===== config.mk =====
export PLATFORM = sky130hd
export DESIGN_NAME = board_io
export DESIGN_NICKNAME = d
export VERILOG_FILES = /design/src/rtl/board_io.sv
export SDC_FILE = /design/constraint.sdc
export NUM_CORES = 1
export LEC_CHECK = 0
export BUFFER_PORTS_ARGS = -buffer_cell sky130_fd_sc_hd__buf_2
export CORE_MARGIN = 1.5
export CORE_UTILIZATION = 48
export DETAILED_ROUTE_END_ITERATION = 7
export HOLD_SLACK_MARGIN = 0.05
export PLACE_DENSITY = 0.85
export SYNTH_ARGS = -nofsm -noshare
export SYNTH_HDL_FRONTEND = slang
export SYNTH_SLANG_ARGS = --single-unit

===== constraint.sdc =====
create_clock -name i_clk -period 4 [get_ports i_clk]
set_input_delay 0.8 -clock i_clk [delete_from_list [all_inputs] [get_ports i_clk]]
set_output_delay 0.8 -clock i_clk [all_outputs]
set_load 0.005 [all_outputs]

===== src/rtl/board_io.sv =====
// board_io: memory-mapped LED/switch/key window with memory pass-through and CPU clock enable.
// Define BOARD_IO_STEP_EN to build the single-step FSM and the CTRL register.
module board_io #(
  parameter int DATA_WIDTH      = 32,
  parameter int ADDR_WIDTH      = 32,
  parameter int LED_COUNT       = 8,
  parameter int SW_COUNT        = 4,
  parameter int KEY_COUNT       = 2,
  parameter int DEBOUNCE_CYCLES = 50000,
  parameter logic [ADDR_WIDTH-1:0] BASE_ADDR = 32'hFFFF_FF00
) (
  input  logic                  i_clk,
  input  logic                  i_rst,
  input  logic                  i_we,
  input  logic [ADDR_WIDTH-1:0] i_addr,
  input  logic [DATA_WIDTH-1:0] i_wdata,
  output logic [DATA_WIDTH-1:0] o_rdata,
  output logic                  o_mem_we,
  input  logic [DATA_WIDTH-1:0] i_mem_rdata,
  input  logic [SW_COUNT-1:0]   i_sw,
  input  logic [KEY_COUNT-1:0]  i_key,
  output logic [LED_COUNT-1:0]  o_led,
  output logic                  o_cpu_ce
);

  localparam int CNT_W = $clog2(DEBOUNCE_CYCLES);
  localparam logic [CNT_W-1:0] CNT_MAX = CNT_W'(DEBOUNCE_CYCLES - 1);

  localparam logic [5:0] OFF_LED   = 6'h00;
  localparam logic [5:0] OFF_SW    = 6'h01;
  localparam logic [5:0] OFF_KEY   = 6'h02;
  localparam logic [5:0] OFF_PRESS = 6'h03;
  localparam logic [5:0] OFF_CTRL  = 6'h04;

  logic                  inIo;
  logic                  ioWr;
  logic [5:0]            offset;
  logic [DATA_WIDTH-1:0] ioRdata;
  logic [1:0]            ctrlRdata;
  logic                  unusedBits;

  logic [LED_COUNT-1:0]  led_q, led_d;
  logic [SW_COUNT-1:0]   swMeta_q, swSync_q;
  logic [KEY_COUNT-1:0]  keyMeta_q, keySync_q;
  logic [KEY_COUNT-1:0]  keyStable_q, keyStable_d;
  logic [CNT_W-1:0]      keyCnt_q [KEY_COUNT];
  logic [CNT_W-1:0]      keyCnt_d [KEY_COUNT];
  logic [KEY_COUNT-1:0]  keyRise;
  logic [KEY_COUNT-1:0]  pressClr;
  logic [KEY_COUNT-1:0]  press_q, press_d;

  assign inIo       = (i_addr[ADDR_WIDTH-1:8] == BASE_ADDR[ADDR_WIDTH-1:8]);
  assign offset     = i_addr[7:2];
  assign ioWr       = i_we & inIo;
  assign o_mem_we   = i_we & ~inIo;
  assign o_rdata    = inIo ? ioRdata : i_mem_rdata;
  assign o_led      = led_q;
  assign unusedBits = ^{i_addr[1:0], i_wdata};

  assign led_d    = (ioWr && offset == OFF_LED) ? i_wdata[LED_COUNT-1:0] : led_q;
  assign pressClr = (ioWr && offset == OFF_PRESS) ? i_wdata[KEY_COUNT-1:0] : '0;

  // A key level is accepted only after it differs from the stable value for DEBOUNCE_CYCLES clocks.
  always_comb begin
    keyStable_d = keyStable_q;
    for (int k = 0; k < KEY_COUNT; k++) begin
      keyCnt_d[k] = '0;
      if (keySync_q[k] != keyStable_q[k]) begin
        if (keyCnt_q[k] == CNT_MAX) keyStable_d[k] = keySync_q[k];
        else                        keyCnt_d[k]    = keyCnt_q[k] + 1'b1;
      end
    end
  end

  // Set is OR-ed in after the clear so a press on the same edge as a W1C survives.
  assign keyRise = keyStable_d & ~keyStable_q;
  assign press_d = (press_q & ~pressClr) | keyRise;

  always_ff @(posedge i_clk) begin
    if (i_rst) begin
      led_q       <= '0;
      swMeta_q    <= '0;
      swSync_q    <= '0;
      keyMeta_q   <= '0;
      keySync_q   <= '0;
      keyStable_q <= '0;
      keyCnt_q    <= '{default: '0};
      press_q     <= '0;
    end else begin
      led_q       <= led_d;
      swMeta_q    <= i_sw;
      swSync_q    <= swMeta_q;
      keyMeta_q   <= ~i_key;
      keySync_q   <= keyMeta_q;
      keyStable_q <= keyStable_d;
      keyCnt_q    <= keyCnt_d;
      press_q     <= press_d;
    end
  end

`ifdef BOARD_IO_STEP_EN
  typedef enum logic [1:0] {RUN = 2'd0, HALT = 2'd1, PULSE = 2'd2} state_t;

  state_t state_q, state_d;
  logic   mode_q, mode_d;
  logic   cpuCe;

  assign mode_d = (ioWr && offset == OFF_CTRL) ? i_wdata[0] : mode_q;

  always_ff @(posedge i_clk) begin
    if (i_rst) begin
      state_q <= RUN;
      mode_q  <= 1'b0;
    end else begin
      state_q <= state_d;
      mode_q  <= mode_d;
    end
  end

  // Leaving step mode takes priority over a pending single-step press.
  always_comb begin
    state_d = state_q;
    cpuCe   = 1'b1;
    case (state_q)
      RUN:   if (mode_q) state_d = HALT;
      HALT: begin
        cpuCe = 1'b0;
        if (!mode_q)         state_d = RUN;
        else if (keyRise[0]) state_d = PULSE;
      end
      PULSE:   state_d = mode_q ? HALT : RUN;
      default: state_d = RUN;
    endcase
  end

  assign o_cpu_ce  = cpuCe;
  assign ctrlRdata = {state_q == HALT, mode_q};
`else
  assign o_cpu_ce  = 1'b1;
  assign ctrlRdata = 2'b00;
`endif

  always_comb begin
    ioRdata = '0;
    case (offset)
      OFF_LED:   ioRdata = DATA_WIDTH'(led_q);
      OFF_SW:    ioRdata = DATA_WIDTH'(swSync_q);
      OFF_KEY:   ioRdata = DATA_WIDTH'(keyStable_q);
      OFF_PRESS: ioRdata = DATA_WIDTH'(press_q);
      OFF_CTRL:  ioRdata = DATA_WIDTH'(ctrlRdata);
      default:   ioRdata = '0;
    endcase
  end

endmodule


; ---- Yosys cells after proc, flatten, opt, wreduce, memory -nomap -nowiden
; Cells that the tools add are included.
[word_totals]
reg_bits = 56
input_bits = 105
output_inout_bits = 42
wordCells = 42
[op_classes]
add_sub_neg = 2
n_eq_ne = 8
mux = 7
bitwise = 11
n_reduce_logical = 5
[op_table]
columns = operator, n
row1 = "adder 16 x 1 -> 16 bit, second input constant", 2
row2 = "equality test 16 bit, second input constant", 2
row3 = 2-to-1 mux 32 bit, 1
row4 = case mux 8 bit (4 select lines), 1
row5 = "equality test 24 bit, second input constant", 1
row6 = "equality test 6 x 2 -> 1 bit, second input constant", 2
row7 = "equality test 6 x 1 -> 1 bit, second input constant", 1
row8 = zero test 6 bit, 1
row9 = inverter 2 bit, 3
row10 = OR reduction 3 bit, 2
row11 = AND 2 bit, 2
row12 = 2-to-1 mux 1 bit, 4
row13 = inverter 1 bit, 3
row14 = AND 1 bit, 2
row15 = logical AND 1 bit, 2
row16 = 2-to-1 mux 2 bit, 1
row17 = != test 1 bit, 2
row18 = bitwise OR 2 bit, 1

; ---- Logic depth before layout (Yosys ltp)
; Gate-level depths: netlist of run 1.
[logic_depth]
word_depth = 7
mapped_depth = 6
depth_no_buf = 5

; ---- Worst setup path before layout of run 1
; No wires, ideal clock.
[synth_timing]
kind = input to output
start = input port i_addr[28]
end = output port o_rdata[3]
arrival_ns = 2.067
t_required_ns = 3.200
path_slack_ns = 1.133
path_stages = 5
path_buffers = 1
cell_sequence = nand4_1 nor4_2 nand2_1 clkbuf_1 mux2_2
[synth_via]
elab_chain_len = 2
[synth_rtl]
columns = element, line_no
row1 = start: declaration, 15  ; input logic [ADDR_WIDTH-1:0] i_addr,
row2 = equality test 24 bit, 52  ; assign inIo = (i_addr[ADDR_WIDTH-1:8] == BASE_ADDR[ADDR_WIDTH-1:8]);
row3 = 2-to-1 mux 32 bit, 56  ; assign o_rdata = inIo ? ioRdata : i_mem_rdata;
row4 = end: declaration, 17  ; output logic [DATA_WIDTH-1:0] o_rdata,
; No other way between the ends.

; ---- Worst setup path after layout of run 1
[layout_timing]
start = input port i_addr[28]
end = output port o_rdata[0]
; Same word-level chain as after synthesis.

==> qor.yml, run 1 <==
route:
  post_drt_wl_per_cell_um: 13.0
  via_per_inst: 5.32
  drtPass1Iterations: 5
  vias: 2632
  drtAntennaViolNets: 0
  drc: 0
  drt_iter0_markers: 184
  wl_mm: 6.41
sta:
  finalHoldViolCount: 0
  rsz0062_at_grt: "no"
  worstMarginPinSlew_ns: 0.861
  fmax_ghz: 0.299
  slew_violations: 0
  skew_ns: 0.0149
  finalCritPeriodShare_pct: 83.5
  relSlewSlack_pct: 42.4
  fin_crit_ns: 3.34
  finalSetupViolations: 0
  timing.setup.tns_ns: 0
cts:
  clk_latency_ns: 0.31
  tritoncts: "yes"
  path_clk_slew_ns: 0.10
  cts_made_buffers: 5
  htreeDepth: 2
  hold_buffers: 0
  cts_setup_buffers: 0
  cts_resized: 0
  cts_buffer_depth: 2
  cts-root-buf: "clkbuf_8"
  cts_num_sinks: 56
yosys:
  yosysWarnings: 0
  synth_enable_flop_cells: 0
  synth_area_mm2: 0.00270
  avgSynthCellArea_um2: 8.71
  synth_cells: 310
  ys_seq_area_share_pct: 41.5
  synth-main-ff-cell: "dfxtp_1"
  synth_nets: 417
  synth_seq_cells: 56
  async_flop_share_pct: 0
  synth_cell_type_count: 39
critical_path:
  cp_cell_sequence: "buf_2 > nand4_1 > nor4_2 > nand2_1 > mux2_2 > buf_2"
  path_max_fanout: 33
  ff2ff_setup_slack_ns: 2.05
  crit_buf_inv: 2
  r2r_cells: 5
  cpMostUsedCell: "buf_2"
  timing.rr.start: "keyCnt_q[16]"
  crit_family: "simple AND/OR/NAND/NOR gates"
  cpPeakStageDelay_ns: 0.56
  slowest_stage: "nand2_1"
  arrival_ns: 2.54
  reg2reg_to: "keyCnt_q[28]"
  critPathCaptureType: "output pin"
  worstPathRequired_ns: 3.20
  critPathKind: "in2out"
  start_kind: "input pin"
placed_design:
  port_buffers: 119
  place_congestion: 0.870
  dp_hpwl_mm: 4.84
global_routing:
  antenna_found_initial: 0
  track_usage_pct: 20.2
  grt_pass1_wl_mm: 10.1
  grt_max_degree: 34
  grt_pass1_vias: 2234
  overflow: 0
final_layout:
  final_util_pct: 63.1
  syn_to_final_growth_pct: 27.9
  fill_cells: 460
  drive_gt1_share_pct: 34.3
  final_nets: 529
  seq_area_mm2: 0.00112
  multi_input_area_mm2: 0.00148
  diodes: 0
power_and_ir_drop:
  p_sw_uw: 221
  p_sw_share_pct: 21.2
  p_per_area_mw_per_mm2: 302
  power.share.clock_pct: 37.2
  p_comb_share_pct: 8.6
  seqPwrFrac_pct: 54.2
  peakVddDrop_mv: 0.317
  intPower_uw: 822
  p_leak_nw: 1.34
floorplan:
  die-height_um: 78.0
  core_mm2: 0.00547
  pin_count: 147
  chipWidth_um: 78.0
  die_area_mm2: 0.00608
  fp-row-count: 27
  initial_utilization_pct: 49.3
worst_hold_path:
  whs_endpoint: "keySync_q[1]"
  hold_class: "reg2reg"
  min_from: "keyMeta_q[1]"
  whs_path_depth: 1
job:
  cap_viol_max_count: 0
status:
  status: "completed"
[placed cells by master, fill, tap and decap left out, types with 2 or more instances in the layout]
cell type	synthesis	layout
nor4bb_1	2	2
and3_1	3	3
mux2_2	4	4
ha_1	2	2
nand3_1	12	12
nor3_1	11	11
nor4b_1	2	2
mux2i_1	4	4
dfxtp_1	56	56
xnor2_1	27	27
and2_1	25	25
inv_1	7	7
buf_2	1	119
nand4_1	26	26
o21ai_1	8	8
buf_4	2	2
nand2_1	8	8
mux4_2	2	2
nor4_1	8	8
clkbuf_8	0	6
nor2b_1	12	12
a21oi_1	8	8
or4_1	4	4
a21bo_2	4	4
xor2_1	3	3
nor2_1	45	45
[synthesized netlist by cell type, types with 4 or more instances]
| master | instances | area (um^2) |
|---|---|---|
| xnor2_1 | 27 | 236 |
| nand4_1 | 26 | 163 |
| nor2b_1 | 12 | 75.1 |
| nor4_1 | 8 | 50.1 |
| dfxtp_1 | 56 | 1120 |
| o21ai_1 | 8 | 40.0 |
| nand2_1 | 8 | 30.0 |
| or4_1 | 4 | 30.0 |
| nor3_1 | 11 | 55.1 |
| inv_1 | 7 | 26.3 |
| a21oi_1 | 8 | 40.0 |
| mux2i_1 | 4 | 40.0 |
| nand3_1 | 12 | 60.1 |
| a21bo_2 | 4 | 40.0 |
| mux2_2 | 4 | 45.0 |
| and2_1 | 25 | 156 |
| nor2_1 | 45 | 169 |
| clkbuf_1 | 10 | 37.5 |
[power groups by stage]
stage	Sequential, mW	Combinational, mW	Clock (mW)
6_report	0.566	0.0898	0.388
5_1_grt	0.567	0.0979	0.414
4_1_cts	0.566	0.0899	0.395
3_5_place_dp	0.579	0.0894	0
3_3_place_gp	0.579	0.0880	0
2_1_floorplan	0.578	0.0358	0
[worst max-delay path by stage]
stage | start | end | cells after the start
after floorplan | i_addr[28] | o_rdata[3] | 5
after global placement | i_addr[5] | o_rdata[5] | 6
after detailed placement | i_addr[28] | o_rdata[0] | 6
after CTS | i_addr[28] | o_rdata[0] | 6
after global routing | i_addr[27] | o_rdata[0] | 6
final | i_addr[28] | o_rdata[0] | 6
[registers in the layout, summed over array words and instances (netlist names)]
signal / flops
keyCnt_q: 32
o_led: 8
swMeta_q: 4
swSync_q: 4
keyMeta_q: 2
keyStable_q: 2
keySync_q: 2
press_q: 2
[cell type report]
type / count / share of cell area, %
inverter: 7 / 0.761
clock inverter: 2 / 1.12
sequential: 56 / 32.5
tap: 72 / 2.61
clock buffer: 6 / 2.39
multi-input combinational: 231 / 42.9
timing repair buffer: 121 / 17.7
[routing by layer]
layer	GRT usage, %	part of all wire [%]
met1	24.3	41
met2	35.9	49
met3	4.47	8.2
met4	6.07	1.6
met5	0	0
[metrics by stage]
step	setup WS (ns)	area, um^2	cells	power (mW)	hold slack (ns)
2_1_floorplan	1.13	2700	310	0.614	0.414
3_3_place_gp	0.763	3330	487	0.667	0.417
3_5_place_dp	0.660	3330	487	0.668	0.423
4_1_cts	0.665	3450	495	1.05	0.446
5_1_grt	0.528	3450	495	1.08	0.455
6_report	0.659	3450	495	1.04	0.436
[cells by family after synthesis]
kind of cell | synth area share, %
other | 0.139
flip-flops | 41.5
buffers and inverters | 3.57
XOR/XNOR | 9.74
AO/OA/AOI/OAI | 5.01
AND/OR/NAND/NOR | 34.3
multiplexers | 4.82
adder cells (fa/ha/maj) | 0.927
(Power assumes the default switching activity.)
==> run 2: changes to the inputs <==
--- a/config.mk
+++ b/config.mk
@@ -7,10 +7,10 @@
 export LEC_CHECK = 0
 export BUFFER_PORTS_ARGS = -buffer_cell sky130_fd_sc_hd__buf_2
 export CORE_MARGIN = 1.5
-export CORE_UTILIZATION = 48
+export CORE_UTILIZATION = 40
 export DETAILED_ROUTE_END_ITERATION = 7
 export HOLD_SLACK_MARGIN = 0.05
-export PLACE_DENSITY = 0.85
+export PLACE_DENSITY = 0.76
 export SYNTH_ARGS = -nofsm -noshare
 export SYNTH_HDL_FRONTEND = slang
 export SYNTH_SLANG_ARGS = --single-unit
==> constraint.sdc (replaced) <==
create_clock -name i_clk -period 2.8 [get_ports i_clk]
set_input_delay 0.56 -clock i_clk [delete_from_list [all_inputs] [get_ports i_clk]]
set_output_delay 0.56 -clock i_clk [all_outputs]
set_load 0.005 [all_outputs]
==> run 2 against run 1 <==
Net effect:
- the flow now finishes with violations (design-rule violations)
- clock power is 16% higher
- routed wire length increased by 0.44%
- via count down 0.68%
- worst setup slack worse by 0.37 ns
- non-clock buffer count grew 4
- clock skew is 0.0077 ns lower
- critical path depth is 1 higher
- critical endpoint is now o_rdata[7]
- highest routed layer unchanged
==> qor.yml, run 2 (synthesis results as in run 1) <==
critical_path:
  reg2reg_to: "keyCnt_q[30]"
  worstPathRequired_ns: 2.24
  crit_family: "simple AND/OR/NAND/NOR gates"
  slowest_stage: "or4_1"
  cp-endpoint: "o_rdata[7]"
  arrival_ns: 1.95
  crit_cells: 7
  path_max_fanout: 4
  critPathKind: "in2out"
  critPathCaptureType: "output pin"
  cpMostUsedCell: "buf_2"
  start_kind: "input pin"
  crit_buf_inv: 3
  timing.rr.start: "keyCnt_q[16]"
  worstSetupStartpoint: "i_addr[5]"
  cpPeakStageDelay_ns: 0.55
  cp_cell_sequence: "buf_2 > or4_1 > nor3_1 > buf_4 > nand4_1 > a21bo_2 > buf_2"
  ff2ff_setup_slack_ns: 0.87
  r2r_cells: 5
final_layout:
  max_flop_register: "keyCnt_q"
  largest_reg_flops: 32
  final_nets: 533
  final_cell_mix: "buf_2, dfxtp_1, nor2_1"
  fill_cells: 590
  multi_input_area_mm2: 0.00148
  syn_to_final_growth_pct: 28.1
  drive_gt1_share_pct: 34.9
  finalInstanceArea_mm2: 0.00346
  diodes: 0
  mostFrequentLayoutCell: "buf_2"
  seq_area_mm2: 0.00112
route:
  wl_mm: 6.44
  post_drt_wl_per_cell_um: 12.8
  drtAntennaViolNets: 0
  drc: 13
  via_per_inst: 5.19
  vias: 2614
  drt_iter0_markers: 181
  drtPass1Iterations: 7
sta:
  relSlewSlack_pct: 64.1
  finalSetupViolations: 0
  slew_violations: 0
  finalCritPeriodShare_pct: 89.7
  finalHoldViolCount: 0
  fin_crit_ns: 2.51
  rsz0062_at_grt: "no"
  skew_ns: 0.00719
  worstMarginPinSlew_ns: 0.537
  fmax_ghz: 0.398
  setup_ws_ns: 0.288
  timing.setup.tns_ns: 0
floorplan:
  fp-row-count: 29
  pin_count: 147
  die-height_um: 85.1
  core_mm2: 0.00642
  die_area_mm2: 0.00725
  chipWidth_um: 85.1
  initial_utilization_pct: 42.0
cts:
  cts_setup_buffers: 0
  cts-root-buf: "clkbuf_8"
  cts_num_sinks: 56
  tritoncts: "yes"
  cts_made_buffers: 5
  cts_resized: 0
  clk_latency_ns: 0.32
  hold_buffers: 0
  cts_buffer_depth: 2
  htreeDepth: 2
  path_clk_slew_ns: 0.10
worst_hold_path:
  hold_class: "in2reg"
power_and_ir_drop:
  peakVddDrop_mv: 0.359
  p_leak_nw: 1.34
  p_per_area_mw_per_mm2: 401
  power_mw: 1.39
placed_design:
  place_area_mm2: 0.00337
  dp_hpwl_mm: 4.95
  dpl_worst_slack_ns: 0.289
  place_congestion: 0.807
  port_buffers: 119
global_routing:
  antenna_found_initial: 0
  track_usage_pct: 17.7
  grt_pass1_vias: 2457
  overflow: 0
  grt_max_degree: 34
  grt_pass1_wl_mm: 10.5
status:
  status: "finished, violations left"
  violations: "design-rule violations"
job:
  cap_viol_max_count: 0
[run 2: changes by cell type in the layout (fill, tap and decap cells not counted)]
cell | previous run | this run
clkinvlp_4 | 0 | 2
buf_4 | 2 | 6
clkbuf_8 | 6 | 5
bufinv_16 | 1 | 0
[run 2: layout make-up]
type                            instances  share of cell area [%]
Multi-Input combinational cell        231                    42.8
Sequential cell                        56                    32.4
Timing Repair Buffer                  125                    18.5
Tap cell                               77                    2.79
Clock buffer                            5                    1.99
Inverter                                7                   0.760
Clock inverter                          3                   0.687
[run 2: worst min path at each step]
stage | start | end | slack [ns] | depth (start not counted)
after floorplan | keyMeta_q[0] | keySync_q[0] | 0.41 | 1
after global placement | keyMeta_q[0] | keySync_q[0] | 0.42 | 1
after detailed placement | swMeta_q[0] | swSync_q[0] | 0.43 | 1
after CTS | i_key[0] | keyMeta_q[0] | 0.37 | 2
after global routing | i_key[0] | keyMeta_q[0] | 0.37 | 2
final | i_key[0] | keyMeta_q[0] | 0.38 | 2
[run 2: metrics by stage]
step | hold WS, ns | instances | utilization [%]
2_1_floorplan | 0.414 | 310 | -
3_3_place_gp | 0.418 | 496 | 52.4
3_5_place_dp | 0.426 | 496 | 52.4
4_1_cts | 0.369 | 504 | 53.8
5_1_grt | 0.368 | 504 | 53.8
6_report | 0.379 | 504 | 53.8
[run 2: routing by layer]
metal | GRT usage [%] | part of all wire [%] | vias to the layer above | routed length [um]
met5 | 0 | 0 | - | 0
met4 | 6.26 | 1.6 | 0 | 103
met3 | 3.40 | 5.2 | 9 | 334
li1 | - | - | 1308 | -
met1 | 21.3 | 44 | 1218 | 2810
met2 | 31.5 | 50 | 79 | 3190
[run 2: power breakdown]
part / internal, mW / switching (mW) / total [mW]
Clock: 0.178 / 0.273 / 0.450
Sequential: 0.805 / 0.00349 / 0.808
Combinational: 0.0783 / 0.0513 / 0.130
==> run 3: changes to the inputs <==
--- a/config.mk
+++ b/config.mk
@@ -7,10 +7,10 @@
 export LEC_CHECK = 0
 export BUFFER_PORTS_ARGS = -buffer_cell sky130_fd_sc_hd__buf_2
 export CORE_MARGIN = 1.5
-export CORE_UTILIZATION = 40
+export CORE_UTILIZATION = 48
 export DETAILED_ROUTE_END_ITERATION = 7
 export HOLD_SLACK_MARGIN = 0.05
-export PLACE_DENSITY = 0.76
+export PLACE_DENSITY = 0.85
 export SYNTH_ARGS = -nofsm -noshare
 export SYNTH_HDL_FRONTEND = slang
 export SYNTH_SLANG_ARGS = --single-unit
==> constraint.sdc (replaced) <==
create_clock -name i_clk -period 3 [get_ports i_clk]
set_input_delay 0.6 -clock i_clk [delete_from_list [all_inputs] [get_ports i_clk]]
set_output_delay 0.6 -clock i_clk [all_outputs]
set_load 0.005 [all_outputs]
==> run 3 against run 2 <==
Net effect:
- the run now ends clean
- non-clock buffer count unchanged
- core utilization up 9.3 points
- routed wire length up 1.8%
- sequential share of layout area about the same
- critical path depth unchanged
- final cell count down 0.99%
- combinational power down 8%
- critical endpoint is now o_rdata[1]
==> qor.yml, run 3 (synthesis results as in run 1) <==
global_routing:
  track_usage_pct: 20.9
  grt_pass1_wl_mm: 10.1
  overflow: 0
  grt_pass1_vias: 2318
  grt_max_degree: 29
  antenna_found_initial: 0
job:
  cap_viol_max_count: 0
critical_path:
  arrival_ns: 2.00
  ff2ff_setup_slack_ns: 1.07
  worstSetupStartpoint: "i_addr[28]"
  worstPathRequired_ns: 2.40
  path_max_fanout: 20
  r2r_cells: 5
  timing.rr.start: "keyCnt_q[16]"
  start_kind: "input pin"
  critPathCaptureType: "output pin"
  reg2reg_to: "keyCnt_q[28]"
  cp-endpoint: "o_rdata[1]"
  critPathKind: "in2out"
sta:
  skew_ns: 0.00840
  slew_violations: 0
  worstMarginPinSlew_ns: 0.521
  hold_ws_ns: 0.427
  finalSetupViolations: 0
  finalCritPeriodShare_pct: 86.6
  relSlewSlack_pct: 65.1
  fin_crit_ns: 2.60
  finalHoldViolCount: 0
  rsz0062_at_grt: "no"
  fmax_ghz: 0.385
  timing.setup.tns_ns: 0
  setup_ws_ns: 0.402
cts:
  cts_num_sinks: 56
  path_clk_slew_ns: 0.10
  cts_made_buffers: 5
  cts_buffer_depth: 2
  clk_latency_ns: 0.31
  tritoncts: "yes"
  cts-root-buf: "clkbuf_8"
  hold_buffers: 0
  cts_setup_buffers: 0
  htreeDepth: 2
  cts_resized: 0
floorplan:
  die_area_mm2: 0.00608
  die-height_um: 78.0
  core_mm2: 0.00547
  fp-row-count: 27
  initial_utilization_pct: 49.3
  chipWidth_um: 78.0
  pin_count: 147
placed_design:
  dpl_worst_slack_ns: 0.406
  port_buffers: 119
  dp_hpwl_mm: 4.92
  place_congestion: 0.846
route:
  vias: 2678
  drt-met1-wl_mm: 2.62
  met2RoutedLength_mm: 3.32
  drtPass1Iterations: 5
  top_layer: "met4"
  drtAntennaViolNets: 0
  wl_mm: 6.56
  post_drt_wl_per_cell_um: 13.1
  drc: 0
  via_per_inst: 5.37
  routed-wl-met3_um: 504
  drt_iter0_markers: 193
power_and_ir_drop:
  p_per_area_mw_per_mm2: 377
  peakVddDrop_mv: 0.333
  p_leak_nw: 1.35
final_layout:
  drive_gt1_share_pct: 34.7
  final_nets: 533
  diodes: 0
  max_flop_register: "keyCnt_q"
  largest_reg_flops: 32
  mostFrequentLayoutCell: "buf_2"
  final_cell_mix: "buf_2, dfxtp_1, nor2_1"
  syn_to_final_growth_pct: 28.0
status:
  status: "completed"
worst_hold_path:
  hold_class: "in2reg"
==> run 3: cell types whose count changed in the layout (fill, tap and decap cells not counted) <==
cell and change:
clkbuf_1 +1, clkbuf_8 +1, clkinv_4 -1, clkinvlp_4 -1
==> run 3: how the worst min path moves through the flow <==
stage / slack (ns) / startpoint / cells after the start / endpoint
5_1_grt: 0.42 / i_key[1] / 2 / keyMeta_q[1]
3_5_place_dp: 0.43 / keyMeta_q[1] / 1 / keySync_q[1]
2_1_floorplan: 0.41 / keyMeta_q[0] / 1 / keySync_q[0]
6_report: 0.43 / i_key[1] / 2 / keyMeta_q[1]
4_1_cts: 0.42 / i_key[1] / 2 / keyMeta_q[1]
3_3_place_gp: 0.42 / keyMeta_q[0] / 1 / keySync_q[0]
==> run 3: metrics by stage <==
| stage | total power, mW | util (%) | instance area [um^2] | std cells |
|---|---|---|---|---|
| floorplan | 0.818 | - | 2700 | 310 |
| global placement | 0.889 | 61.4 | 3360 | 491 |
| detailed placement | 0.892 | 61.4 | 3360 | 491 |
| CTS | 1.31 | 63.1 | 3450 | 499 |
| global route | 1.35 | 63.1 | 3450 | 499 |
| finish | 1.30 | 63.1 | 3450 | 499 |
==> run 3: final cells by class <==
class                      instances  area (um^2)
clock buffer                       7         86.3
clock inverter                     1         7.51
fill                             474         2020
tap                               72         90.1
timing repair buffer             125          641
multi-input combinational        231         1480
sequential                        56         1120
inverter                           7         26.3
==> run 3: report_power, final <==
group | internal, mW | switching [mW]
combinational | 0.0722 | 0.0478
sequential | 0.751 | 0.00352
clock | 0.188 | 0.238
==> run 3: worst max-delay path, stage by stage <==
cell     delay (ns)
buf_2          0.07
nand4_1        0.12
nor4_2         0.45
nand2_1        0.13
buf_4          0.20
mux2_2         0.27
buf_2          0.14
==> run 3: routing by layer <==
layer | GRT usage, % | vias up
li1 | - | 1305
met1 | 23.8 | 1227
met2 | 37.6 | 131
met3 | 4.35 | 15
met4 | 8.57 | 0
met5 | 0 | -
